`src/rtl/tone_detector_pkg.sv`:
```
// Shared constants for the tone detector.
//   Note codes : NOTE_DO..NOTE_SI (0..6), NOTE_NONE (7).
//   HP_*       : half-period in 50 MHz clk cycles. These are the same toggle
//                compares the square-wave note generators use.
//   HP_TABLE   : the HP_* values packed so that index == note code.
//   state_t    : detector FSM states.
package tone_detector_pkg;

  localparam int NUM_NOTES = 7;

  localparam logic [2:0] NOTE_DO   = 3'd0;
  localparam logic [2:0] NOTE_RE   = 3'd1;
  localparam logic [2:0] NOTE_MI   = 3'd2;
  localparam logic [2:0] NOTE_FA   = 3'd3;
  localparam logic [2:0] NOTE_SOL  = 3'd4;
  localparam logic [2:0] NOTE_LA   = 3'd5;
  localparam logic [2:0] NOTE_SI   = 3'd6;
  localparam logic [2:0] NOTE_NONE = 3'd7;

  localparam logic [31:0] HP_DO  = 32'd95556;
  localparam logic [31:0] HP_RE  = 32'd85133;
  localparam logic [31:0] HP_MI  = 32'd75843;
  localparam logic [31:0] HP_FA  = 32'd71586;
  localparam logic [31:0] HP_SOL = 32'd63776;
  localparam logic [31:0] HP_LA  = 32'd56818;
  localparam logic [31:0] HP_SI  = 32'd50619;

  // The leftmost element is index 6 (Si), so HP_TABLE[code] is that note's entry.
  localparam logic [NUM_NOTES-1:0][31:0] HP_TABLE =
    {HP_SI, HP_LA, HP_SOL, HP_FA, HP_MI, HP_RE, HP_DO};

  typedef enum logic [1:0] {
    ST_IDLE,
    ST_MEASURE,
    ST_LOCKED
  } state_t;

endpackage

```
`src/rtl/tone_detector_if.sv`:
```
// Detector-side signal bundle.
//   tone_in     : raw square-wave input (asynchronous to clk)
//   note        : note code, 7 = none
//   note_valid  : high while locked
//   note_strobe : one-cycle pulse when a lock is acquired
//   period      : last measured half-period in clk cycles
// master = the side that drives the tone; slave = the detector.
interface tone_detector_if #(
  parameter int CNT_W = 19
);
  logic             tone_in;
  logic [2:0]       note;
  logic             note_valid;
  logic             note_strobe;
  logic [CNT_W-1:0] period;

  modport master (output tone_in, input note, note_valid, note_strobe, period);
  modport slave  (input tone_in, output note, note_valid, note_strobe, period);
endinterface

```
`src/rtl/tone_detector_note_matcher.sv`:
```
// Combinational classifier: maps a measured half-period to a note code.
//   measured : half-period in clk cycles
//   cls      : lowest note code whose table entry lies within +/-TOL, else 7
// HP_TAB defaults to the 50 MHz table and can be overridden for other clocks.
module note_matcher
  import tone_detector_pkg::*;
#(
  parameter int                          CNT_W  = 19,
  parameter int                          TOL    = 1024,
  parameter logic [NUM_NOTES-1:0][31:0]  HP_TAB = HP_TABLE
) (
  input  logic [CNT_W-1:0] measured,
  output logic [2:0]       cls
);

  localparam logic [31:0] TOL_W = 32'(TOL);

  logic [31:0]          m;
  logic [NUM_NOTES-1:0] hit;

  assign m = 32'(measured);

  // Distance is always taken as larger minus smaller, so it never underflows.
  for (genvar g = 0; g < NUM_NOTES; g++) begin : g_cmp
    assign hit[g] = (m >= HP_TAB[g]) ? ((m - HP_TAB[g]) <= TOL_W)
                                     : ((HP_TAB[g] - m) <= TOL_W);
  end

  // Scan from the top down so the lowest matching code wins.
  always_comb begin
    cls = NOTE_NONE;
    for (int i = NUM_NOTES - 1; i >= 0; i--)
      if (hit[i]) cls = 3'(i);
  end

endmodule

```
`src/rtl/tone_detector.sv`:
```
// Square-wave tone detector.
//   clk, rst : system clock and asynchronous active-high reset
//   bus      : tone_detector_if slave. It carries tone_in in and
//              note / note_valid / note_strobe / period out.
// The input passes through a 2-FF synchronizer and a previous-sample register.
// Either edge of the synchronized input closes one half-period measurement.
// A note locks after LOCK_CNT consecutive matching half-periods. The lock drops
// on the first mismatch, or after TIMEOUT cycles with no edge.
module tone_detector
  import tone_detector_pkg::*;
#(
  parameter int                          CNT_W    = 19,
  parameter int                          TOL      = 1024,
  parameter int                          LOCK_CNT = 4,
  parameter int                          TIMEOUT  = 524287,
  parameter logic [NUM_NOTES-1:0][31:0]  HP_TAB   = HP_TABLE
) (
  input  logic           clk,
  input  logic           rst,
  tone_detector_if.slave bus
);

  localparam int               MC_W   = $clog2(LOCK_CNT + 1);
  localparam logic [CNT_W-1:0] TO_W   = CNT_W'(TIMEOUT);
  localparam logic [MC_W-1:0]  LOCK_W = MC_W'(LOCK_CNT);

  logic             s1, s2, prev;
  logic             tone_edge;
  logic [CNT_W-1:0] cnt;
  logic [2:0]       cls;

  state_t           state, state_n;
  logic [2:0]       cand, cand_n;
  logic [MC_W-1:0]  mcnt, mcnt_n;
  logic [2:0]       note_q, note_n;
  logic             valid_q, valid_n;
  logic             strobe_q, strobe_n;
  logic [CNT_W-1:0] period_q, period_n;
  logic             timeout;

  // Input path: two synchronizer stages, then a previous sample for edge detection.
  always_ff @(posedge clk or posedge rst) begin
    if (rst) begin
      s1   <= 1'b0;
      s2   <= 1'b0;
      prev <= 1'b0;
    end else begin
      s1   <= bus.tone_in;
      s2   <= s1;
      prev <= s2;
    end
  end

  assign tone_edge = s2 ^ prev;

  // Counts cycles since the last edge. On an edge it restarts at 1, so on the
  // next edge it holds exactly the interval. It saturates at TIMEOUT.
  always_ff @(posedge clk or posedge rst) begin
    if (rst)                cnt <= '0;
    else if (tone_edge)     cnt <= CNT_W'(1);
    else if (cnt != TO_W)   cnt <= cnt + CNT_W'(1);
  end

  note_matcher #(
    .CNT_W  (CNT_W),
    .TOL    (TOL),
    .HP_TAB (HP_TAB)
  ) u_match (
    .measured (cnt),
    .cls      (cls)
  );

  assign timeout = (state != ST_IDLE) && (cnt == TO_W);

  always_ff @(posedge clk or posedge rst) begin
    if (rst) begin
      state    <= ST_IDLE;
      cand     <= NOTE_NONE;
      mcnt     <= '0;
      note_q   <= NOTE_NONE;
      valid_q  <= 1'b0;
      strobe_q <= 1'b0;
      period_q <= '0;
    end else begin
      state    <= state_n;
      cand     <= cand_n;
      mcnt     <= mcnt_n;
      note_q   <= note_n;
      valid_q  <= valid_n;
      strobe_q <= strobe_n;
      period_q <= period_n;
    end
  end

  always_comb begin
    state_n  = state;
    cand_n   = cand;
    mcnt_n   = mcnt;
    note_n   = note_q;
    valid_n  = valid_q;
    strobe_n = 1'b0;
    period_n = period_q;

    if (timeout) begin
      // Silence drops everything, and period keeps its last value. An edge
      // arriving in this same cycle becomes the first edge of a fresh
      // measurement, so the FSM goes straight to MEASURE.
      state_n = tone_edge ? ST_MEASURE : ST_IDLE;
      valid_n = 1'b0;
      note_n  = NOTE_NONE;
      cand_n  = NOTE_NONE;
      mcnt_n  = '0;
    end else if (tone_edge) begin
      unique case (state)
        ST_IDLE: begin
          // The first edge only starts timing.
          state_n = ST_MEASURE;
          cand_n  = NOTE_NONE;
          mcnt_n  = '0;
        end
        ST_MEASURE: begin
          period_n = cnt;
          if (cls == NOTE_NONE) begin
            cand_n = NOTE_NONE;
            mcnt_n = '0;
          end else if (cls == cand) begin
            mcnt_n = mcnt + MC_W'(1);
          end else begin
            cand_n = cls;
            mcnt_n = MC_W'(1);
          end
          if (mcnt_n == LOCK_W) begin
            state_n  = ST_LOCKED;
            note_n   = cand_n;
            valid_n  = 1'b1;
            strobe_n = 1'b1;
          end
        end
        ST_LOCKED: begin
          period_n = cnt;
          if (cls != note_q) begin
            // The mismatching interval becomes the first vote for the new candidate.
            state_n = ST_MEASURE;
            valid_n = 1'b0;
            note_n  = NOTE_NONE;
            cand_n  = cls;
            mcnt_n  = (cls == NOTE_NONE) ? '0 : MC_W'(1);
          end
        end
        default: state_n = ST_IDLE;
      endcase
    end
  end

  assign bus.note        = note_q;
  assign bus.note_valid  = valid_q;
  assign bus.note_strobe = strobe_q;
  assign bus.period      = period_q;

endmodule

```
`src/flat_wrapper.sv`:
```
// flat-port wrapper written by rule: the top's interface ports become plain ports
module tone_detector_flat import tone_detector_pkg::*;
#(
  parameter int                          CNT_W    = 19,
  parameter int                          TOL      = 1024,
  parameter int                          LOCK_CNT = 4,
  parameter int                          TIMEOUT  = 524287,
  parameter logic [NUM_NOTES-1:0][31:0]  HP_TAB   = HP_TABLE
)
  (clk, rst, bus_tone_in, bus_note, bus_note_valid, bus_note_strobe, bus_period);
  tone_detector_if #(.CNT_W(CNT_W)) bus_i ();
  input  logic clk;
  input  logic rst;
  input wire logic [$bits(bus_i.tone_in)-1:0] bus_tone_in;
  output wire logic [$bits(bus_i.note)-1:0] bus_note;
  output wire logic [$bits(bus_i.note_valid)-1:0] bus_note_valid;
  output wire logic [$bits(bus_i.note_strobe)-1:0] bus_note_strobe;
  output wire logic [$bits(bus_i.period)-1:0] bus_period;
  assign bus_i.tone_in = bus_tone_in;
  assign bus_note = bus_i.note;
  assign bus_note_valid = bus_i.note_valid;
  assign bus_note_strobe = bus_i.note_strobe;
  assign bus_period = bus_i.period;
  tone_detector #(.CNT_W(CNT_W), .TOL(TOL), .LOCK_CNT(LOCK_CNT), .TIMEOUT(TIMEOUT), .HP_TAB(HP_TAB)) u_core (.clk(clk), .rst(rst), .bus(bus_i));
endmodule
```
`config.mk`:
```
export PLATFORM = sky130hd
export DESIGN_NAME = tone_detector_flat
export DESIGN_NICKNAME = d
export VERILOG_FILES = /design/src/rtl/tone_detector_pkg.sv /design/src/rtl/tone_detector_if.sv /design/src/rtl/tone_detector_note_matcher.sv /design/src/rtl/tone_detector.sv /design/src/flat_wrapper.sv
export SDC_FILE = /design/constraint.sdc
export NUM_CORES = 1
export LEC_CHECK = 0
export BUFFER_PORTS_ARGS = -buffer_cell sky130_fd_sc_hd__buf_2
export CAP_MARGIN = 40
export CORE_ASPECT_RATIO = 0.8
export CORE_MARGIN = 3
export CORE_UTILIZATION = 35
export CTS_CLUSTER_DIAMETER = 80
export DETAILED_ROUTE_END_ITERATION = 12
export PLACE_DENSITY = 0.54
export SYNTH_ARGS = -nofsm -noshare
export SYNTH_HDL_FRONTEND = slang
export SYNTH_SLANG_ARGS = --single-unit
```
`constraint.sdc`:
```
create_clock -name clk -period 7.75 [get_ports clk]
set_input_delay 0.775 -clock clk [delete_from_list [all_inputs] [get_ports clk]]
set_output_delay 0.775 -clock clk [all_outputs]
set_load 0.03 [all_outputs]
```
==> results.md <==
- Hold depth: 0
- Synth top area share: 15.1%
- Final Max Tran Viols: 0
- Ys flop type: dfrtp_1
- Startpoint types: flip-flop
- Overflow left after global routing: 0
- Max Cap Viol: 0
- Layout area overhead: 4.72%
- Clk buf depth: 2
- Cts bufs inserted: 5
- IO Pins: 27
- GR Util All Layers: 26.1%
- Final setup viols: 0
- First-pass GRT wire length: 51100 um
- Synth Area in Compound Gates: 29.4%
- Die span in x: 174 um
- Initial DRC count: 1416
- Initial antenna violation count: 1
- Worst Max-Slew Pin Slew: 984 ps
- Area share of and/or/nand/nor cells after synthesis: 31.0%
- Main area contributors after synthesis: dfrtp_1 (15%), xnor2_1 (6.5%), nor2_1 (4.8%)
- R2R depth: 13
- Worst Skew: 10.2 ps
- Layout net count: 1045
- ANT nets after route: 0
- WP data required: 7970 ps
- Post-synth EDFFs: 0
- Hold Buf Count CTS: 0
- Total Power: 0.881 mW
- DR vias/cell: 6.68
- Dpl cell area: 0.00818 mm^2
- Multi-input gate area: 0.00597 mm^2
- Synth Area in Adders: 2.68%
- Die H: 141 um
- ANT cells: 0
- Ys async rst share: 100%
- CTS tree: yes
- Layout cell share with drive strength beyond 1: 12.6%
- Met3 global-route usage: 5.57%
- Met2 usage: 36.7%
- Largest family of logic cells by synthesized area: simple AND/OR/NAND/NOR gates
- Power Density: 106 mW/mm^2
- Clock sinks: 54
- Outcome: finished, final reports clean
- CP Class: flip-flop to flip-flop
- Core box area: 0.0219 mm^2
- Fin. Hold Viols: 0
- Vias: 8849
- Fin crit share: 65.8%
- Most common cell in the synthesized netlist: nor2_1
- Area occupied by registers: 0.00136 mm^2
- Vias in the first global route: 8390
- Critical path fanouts, max: 26
- Syn. warnings: 0
- GRT Max-Usage Layer: met1
- Insertion delay to the later sink of the worst-skew pair: 300 ps
- Fillers: 2340
- Fmax: 0.196 GHz
- Post-CTS sizing: 0
- Setup crit end kind: flip-flop
- Post-Synthesis Cells: 1066
- Starting Density: 36.2%
- Worst slew margin: 34.4%
- RSZ-0062 raised after global routing: no
- Tmin final: 5100 ps
- Synth top cells by count: nor2_1 (102), nand2_1 (81), o21ai_0 (62)
- Min-delay worst type: flip-flop to flip-flop
- Root buffer cell: clkbuf_16
- Placer Congestion: 0.986
- First-pass iteration count of the detailed router: 6
- Remaining DRCs: 0
- DR WL/cell: 24.6 um
- Lkg Pwr: 2.92 nW
- Post-route setup TNS: 0 ps
- PortBufs: 26
- Drt total wl: 32600 um
- Clock slew at reported path FFs: 70 ps
- Synth unique cells: 106
- Die area: 0.0246 mm^2
- Flops & latches, synth: 54
- # rows: 48
- Largest net degree at the start of global routing: 55
- H-tree Lvls: 2
- Worst vdd ir: 0.0000944 V
- Synth Area per Inst: 7.45 um^2
- Synthesized cell area: 0.00795 mm^2
- Post-Syn Nets: 1086
- Fraction of synthesized area in multiplexers: 2.96%
- Worst EP arrival: 5320 ps
- Synth Area in XOR/XNOR: 9.01%
- Synth area leader: dfrtp_1
- Sequential share of the synthesized area: 17.1%
- DP Wirelength: 23100 um
- Post-CTS setup buffer count: 0
- Final Instance Area: 0.00832 mm^2
- GRT met1 Usage: 38.6%
## routing by layer
layer | vias up | routed length [um]
met2 | 592 | 13200
met1 | 4223 | 14600
met3 | 103 | 3570
met4 | 2 | 1220
li1 | 3929 | -
met5 | - | 13
## cells by family (layout without fill, tap and decap cells)
kind of cell / after synthesis / count (layout)
XOR/XNOR: 80 / 80
buffers and inverters: 128 / 87
AND/OR/NAND/NOR: 450 / 450
AO/OA/AOI/OAI: 315 / 315
multiplexers: 22 / 22
flip-flops: 54 / 54
adder cells (fa/ha/maj): 17 / 17
## area by class of cell
cell class | instances | area share, %
multi-input combinational | 884 | 71.7
sequential | 54 | 16.4
timing repair buffer | 55 | 4.63
tap | 300 | 4.51
clock buffer | 6 | 1.55
inverter | 25 | 1.13
clock inverter | 1 | 0.0902
## final timing paths
kind | end | start | slack [ps]
min in group asynchronous | u_core.bus.period[7]$_DFFE_PP0P_ | rst | 660
worst min-delay path | u_core.s2$_DFF_PP0_ | u_core.s1$_DFF_PP0_ | 350
max in group asynchronous | u_core.cnt[11]$_DFFE_PP0P_ | rst | 6600
worst min register to register | u_core.s2$_DFF_PP0_ | u_core.s1$_DFF_PP0_ | 350
worst max register to register | u_core.bus.note_valid$_DFFE_PP0P_ | u_core.cnt[1]$_DFFE_PP0P_ | 2650
worst max-delay path | u_core.bus.note_valid$_DFFE_PP0P_ | u_core.cnt[1]$_DFFE_PP0P_ | 2650
## worst max-delay path, stage by stage (launching register included)
cell	delay (ps)
dfrtp_1	990
inv_1	340
ha_1	430
o311ai_1	680
a221o_1	320
mux2i_1	80
a2111oi_0	520
nand4_1	230
nand3_4	220
o21ai_0	100
nor3b_1	150
a31o_2	320
a211oi_4	360
mux2i_1	240
## per-stage QoR
step	hold slack, ps	util (%)	setup slack [ps]	instances
after floorplan	331	-	3740	1066
after global placement	340	37.1	2860	1315
after detailed placement	340	37.3	2910	1318
after CTS	357	38.0	2840	1325
after global routing	359	38.0	2410	1325
final	352	38.0	2650	1325
## flip-flops by register name, indices dropped and copies added (netlist names), 2 cells and up
name               flops
u_core.cnt            19
u_core.mcnt            3
u_core.state           2
u_core.bus.note        3
u_core.cand            3
u_core.bus.period     19
## cell usage in the layout, fill, tap and decap left out, drive strengths merged, types with 15 or more instances in the layout
cell type	netlist	layout
nand4	32	32
o31ai	15	15
a2111oi	15	15
a211oi	15	15
nand2b	25	25
xor2	19	19
buf	79	55
dfrtp	48	48
nor2b	16	16
a21oi	44	44
ha	17	17
a31oi	25	25
nand3	42	42
xnor2	61	61
inv	25	25
nor4	21	21
nor3	41	41
o21ai	68	68
nand2	81	81
nor2	104	104
## report_power, final
group	internal [mW]	leakage (nW)	total, mW	switching [mW]
sequential	0.309	0.707	0.345	0.0366
clock	0.118	0.0629	0.221	0.103
combinational	0.106	2.15	0.315	0.208
Note: power is estimated with default switching activity, not from simulation.
